File: config.mk
export PLATFORM = sky130hd
export DESIGN_NAME = pc_unit
export DESIGN_NICKNAME = d
export VERILOG_FILES = /design/src/rtl/pc_unit.sv
export SDC_FILE = /design/constraint.sdc
export NUM_CORES = 1
export LEC_CHECK = 0
export BUFFER_PORTS_ARGS = -buffer_cell sky130_fd_sc_hd__buf_4
export CAP_MARGIN = 20
export CORE_UTILIZATION = 26
export CTS_CLUSTER_SIZE = 25
export DETAILED_ROUTE_END_ITERATION = 16
export GPL_TIMING_DRIVEN = 1
export PLACE_DENSITY = 0.47
export SLEW_MARGIN = 20
export SYNTH_ARGS = -nofsm -noshare
export SYNTH_HDL_FRONTEND = slang
export SYNTH_SLANG_ARGS = --single-unit
File: constraint.sdc
create_clock -name i_clk -period 3.3 [get_ports i_clk]
set_clock_uncertainty 0.2 [all_clocks]
set_input_delay 0.66 -clock i_clk [delete_from_list [all_inputs] [get_ports i_clk]]
set_output_delay 0.66 -clock i_clk [all_outputs]
set_load 0.02 [all_outputs]
File: src/rtl/pc_unit.sv
// pc_unit: program counter with branch/jump redirect, misaligned-target trap and RUN/HALT debug FSM
module pc_unit #(
  parameter int XLEN = 32,
  parameter logic [XLEN-1:0] RESET_VEC = '0,
  parameter logic [XLEN-1:0] TRAP_VEC = XLEN'(32'h0000_0100),
  parameter int IALIGN = 32
) (
  input  logic            i_clk,
  input  logic            i_rst,
  input  logic            i_stall,
  input  logic            i_branch_en,
  input  logic [XLEN-1:0] i_branch_off,
  input  logic            i_jump_en,
  input  logic [XLEN-1:0] i_jump_tgt,
  input  logic            i_ebreak,
  input  logic            i_resume,
  output logic [XLEN-1:0] o_pc,
  output logic [XLEN-1:0] o_pc_next_seq,
  output logic            o_halted,
  output logic            o_trap,
  output logic [XLEN-1:0] o_epc
);
  typedef enum logic {RUN, HALT} state_t;
  state_t state_q, state_d;
  logic [XLEN-1:0] pc_q, pc_d, epc_q, epc_d, seq, tgt;
  logic trap_q, trap_d, redirect, mis;
  always_ff @(posedge i_clk) begin
    if (i_rst) begin
      state_q <= RUN;
      pc_q <= RESET_VEC;
      epc_q <= '0;
      trap_q <= 1'b0;
    end else begin
      state_q <= state_d;
      pc_q <= pc_d;
      epc_q <= epc_d;
      trap_q <= trap_d;
    end
  end
  always_comb begin
    state_d = (state_q == HALT) ? (i_resume ? RUN : HALT) : ((!i_stall && i_ebreak) ? HALT : RUN);
  end
  always_comb begin
    seq = pc_q + XLEN'(4);
    tgt = i_jump_en ? {i_jump_tgt[XLEN-1:1], 1'b0} : pc_q + i_branch_off;
    redirect = (state_q == RUN) && !i_stall && !i_ebreak && (i_jump_en || i_branch_en);
    mis = redirect && (IALIGN == 32) && tgt[1];
    pc_d = (state_q == HALT) ? (i_resume ? seq : pc_q) :
           (i_stall || i_ebreak) ? pc_q : mis ? TRAP_VEC : redirect ? tgt : seq;
    epc_d = mis ? pc_q : epc_q;
    trap_d = mis;
  end
  always_comb begin
    o_pc = pc_q;
    o_pc_next_seq = seq;
    o_halted = (state_q == HALT);
    o_trap = trap_q;
    o_epc = epc_q;
  end
endmodule

==> results.tsv <==
stage	metric	value	unit
synthesis	ys async rst share	0	%
synthesis	post-synth top area share	25.4	%
route	uppermost routed layer	met4	
place	Post-DP HPWL	17.2	mm
floorplanning	Die Span Y	141	um
critical_path	CP endpoint kind	flop	
final_layout	diode count	0	
floorplanning	Die W	141	um
place	dpl cells	1196	
flow_run	max_cap viols	0	
critical_path	worst path bufs/invs	1	
critical_path	crit path DAT	3240	ps
floorplanning	total core area	18900	um2
place	Placement Setup Slack	-267	ps
grt	remaining global-route overflow	0	
power	switching part of the total	30.9	%
grt	initial antenna violation count	0	
cts	CTS Buf Count	9	
route	DR pass1 iterations	4	
sta	fin crit share	96.5	%
synthesis	synthesized cell area	5050	um2
route	drt initial violations	279	
cts	worst-case clock buffer depth	2	
power	Internal Dissipation	1.90	mW
final_layout	fin util	40.8	%
final_layout	Final nets	1053	
synthesis	#FFs+latches synth	64	
route	via count	6028	
synthesis	Mapped Cells	709	
route	met3 WL	1.37	mm
critical_path	Crit Path Class	in -> reg	
grt	pin count of the biggest net entering global routing	36	
cts	clock latency on the worst-skew pair	340	ps
final_layout	share of layout cells above drive strength 1	33.4	%
power	Design Power	2.75	mW
grt	All-Layer GR Usage	21.8	%
route	Routed WL per cell	17.8	um
sta	endpoints failing setup	0	
sta	fin. max-slew vios	0	
synthesis	Netlist cell types	67	
final_layout	Fill cells	2085	
route	Routed met1 length	9.64	mm
critical_path	worst endpoint required time	3360	ps
critical_path	critical-path cell list	buf_4 -> ha_1 -> or3_1 -> o221a_1 -> a221o_2 -> nor3b_2 -> or4_4 -> nand3_2 -> o41a_2 -> o2bb2ai_1 -> a311oi_2	
final_layout	area grow syn2layout	52.6	%
grt	first-pass GRT wire length	33.0	mm
sta	Final Hold Fails	0	
floorplanning	Initial Utilization	26.7	%
synthesis	Yosys warning count	0	
sta	max_slew headroom	42.9	%
route	final wirelength	21.7	mm
synthesis	Synth Flop Type	dfxtp_1	
grt	vias in the first global route	5891	
critical_path	CP Launch Type	input pin	
critical_path	CP startpoint	i_branch_off[2]	
sta	fmax	0.314	GHz
floorplanning	FP Rows	50	
power	Max IR drop VDD	0.253	mV
worst_hold_path	hold_sp	o_epc[20]	
critical_path	Largest delay share family, worst path	compound AO/OA/AOI/OAI gates	
floorplanning	I/O pin count	169	
worst_hold_path	HP Class	reg -> reg	
power	Power Density	357	nW/um2
route	DRC Markers	0	
cts	clk sinks	64	
final_layout	FF+latch area	1290	um2
sta	post-route minimum period	3180	ps
sta	worst hold slack	253	ps
final_layout	Finished Cell Area	7710	um2
critical_path	reg-to-reg startpoint	o_pc[7]	
cts	CTS tree	yes	
synthesis	area leader, netlist	dfxtp_1	
critical_path	CP peak stage delay	420	ps
cts	H-tree Lvls	3	
place	Post-DP Area	7230	um2
sta	measured slew at the worst slew-check pin	856	ps
synthesis	number of flops mapped to enable cells by yosys	0	
cts	CTS clk-pin slew, worst paths	60	ps
power	Leakage	3.55	nW
power	sequential power share	30.0	%
synthesis	syn_area_per_cell	7.13	um2
place	IO Port Bufs	164	
route	Vias/cell	4.96	
power	Clk network pwr share	42.0	%
place	Final GP Congestion	0.888	
power	Comb pwr share	28.0	%
power	sw power	0.851	mW
sta	fin worst setup slack	117	ps
route	met2 wire len	10.3	mm
critical_path	Worst path slowest cell	a221o_2	
cts	hold_buf cts	0	
critical_path	CP Max Fanout	3	
synthesis	top cells by area, synth	dfxtp_1 25%, nand2_1 10%, a21oi_1 8.6%	
synthesis	sequential element share of the synthesized area	25.4	%
sta	Fin Setup TNS	0	ps
floorplanning	Die ar.	20000	um2
run_status	outcome	finished, final reports clean	
final_layout	final non-filler cell total	1215	
final_layout	area of the multi-input gates	3670	um2
route	final antenna-violating net count	0	
cts	Root Driver	clkbuf_16	
state kept, by name, summed over array words and instances (netlist names):
register and flops:
o_epc 31, o_pc 31, o_halted 1, o_trap 1
power groups by stage:
stage	logic, mW	clock network, mW	registers [mW]
global route	0.840	1.21	0.828
floorplan	0.371	0	0.869
CTS	0.771	1.18	0.826
detailed placement	0.767	0	0.843
global placement	0.768	0	0.843
finish	0.772	1.16	0.826
area by class of cell:
class | instances | area share (%)
clock buffers | 10 | 3.10
clock inverters | 6 | 1.51
inverters | 11 | 0.535
multi-input cells | 593 | 47.6
flip-flops and latches | 64 | 16.7
well taps | 260 | 4.22
repair buffers | 271 | 26.4
per-layer routing:
metal / vias up / GRT usage, %
met1: 2783 / 27.6
met5: - / 0
met2: 197 / 37.3
li1: 3027 / -
met3: 21 / 4.96
met4: 0 / 5.15
cells by family after synthesis:
group	after synthesis	synth area share, %
compound gates	218	26.8
xor+xnor	56	9.71
fa+ha+maj	32	7.92
buf+inv	54	4.33
flops	64	25.4
mux	3	0.619
other cells	1	0.0742
simple gates	281	25.2
worst paths after layout:
check | to | slack [ps] | cells after the start
worst max-delay path | o_pc[31] | 120 | 11
worst min-delay path | o_epc[20] | 250 | 2
worst max register to register | o_pc[30] | 210 | 10
worst min register to register | o_epc[20] | 250 | 2
worst reg2reg max path: stages (launching register included):
cell and delay, ps:
dfxtp_1 540, ha_1 340, a21oi_1 270, o211ai_1 120
nand2_1 120, a31oi_1 130, or4b_2 670, and3_1 190
o31ai_1 240, o221ai_1 140, nand2_1 80
synth_stat cells, types with 5 or more instances:
| master | count |
|---|---|
| or3_1 | 5 |
| xor2_1 | 27 |
| nor3_1 | 17 |
| a221oi_1 | 6 |
| nand2_1 | 134 |
| a31oi_1 | 6 |
| inv_1 | 11 |
| a21o_1 | 15 |
| nor2_1 | 64 |
| xnor2_1 | 29 |
| nand4_1 | 9 |
| clkbuf_1 | 34 |
| and3_1 | 5 |
| a211oi_1 | 9 |
| o21ai_0 | 44 |
| a21oi_1 | 87 |
| o221ai_1 | 7 |
| dfxtp_1 | 64 |
| ha_1 | 32 |
| o211ai_1 | 10 |
| nand3_1 | 20 |
layout by cell type (no fill, tap or decap), types with 10 or more instances in the layout:
cell,instances
inv_1,11
a21o_1,15
nand2_1,133
o211ai_1,10
buf_4,271
xor2_1,27
nor2_1,61
nand3_1,19
nor3_1,13
dfxtp_1,62
a21oi_1,87
xnor2_1,26
o21ai_0,44
ha_1,31
timing repair:
item,in CTS,in global routing
endpoints found under the setup margin,7,11
buffers inserted,1,2
pin swaps,3,4
resized for setup,11,10
gates cloned,0,0
(Power assumes the default switching activity.)
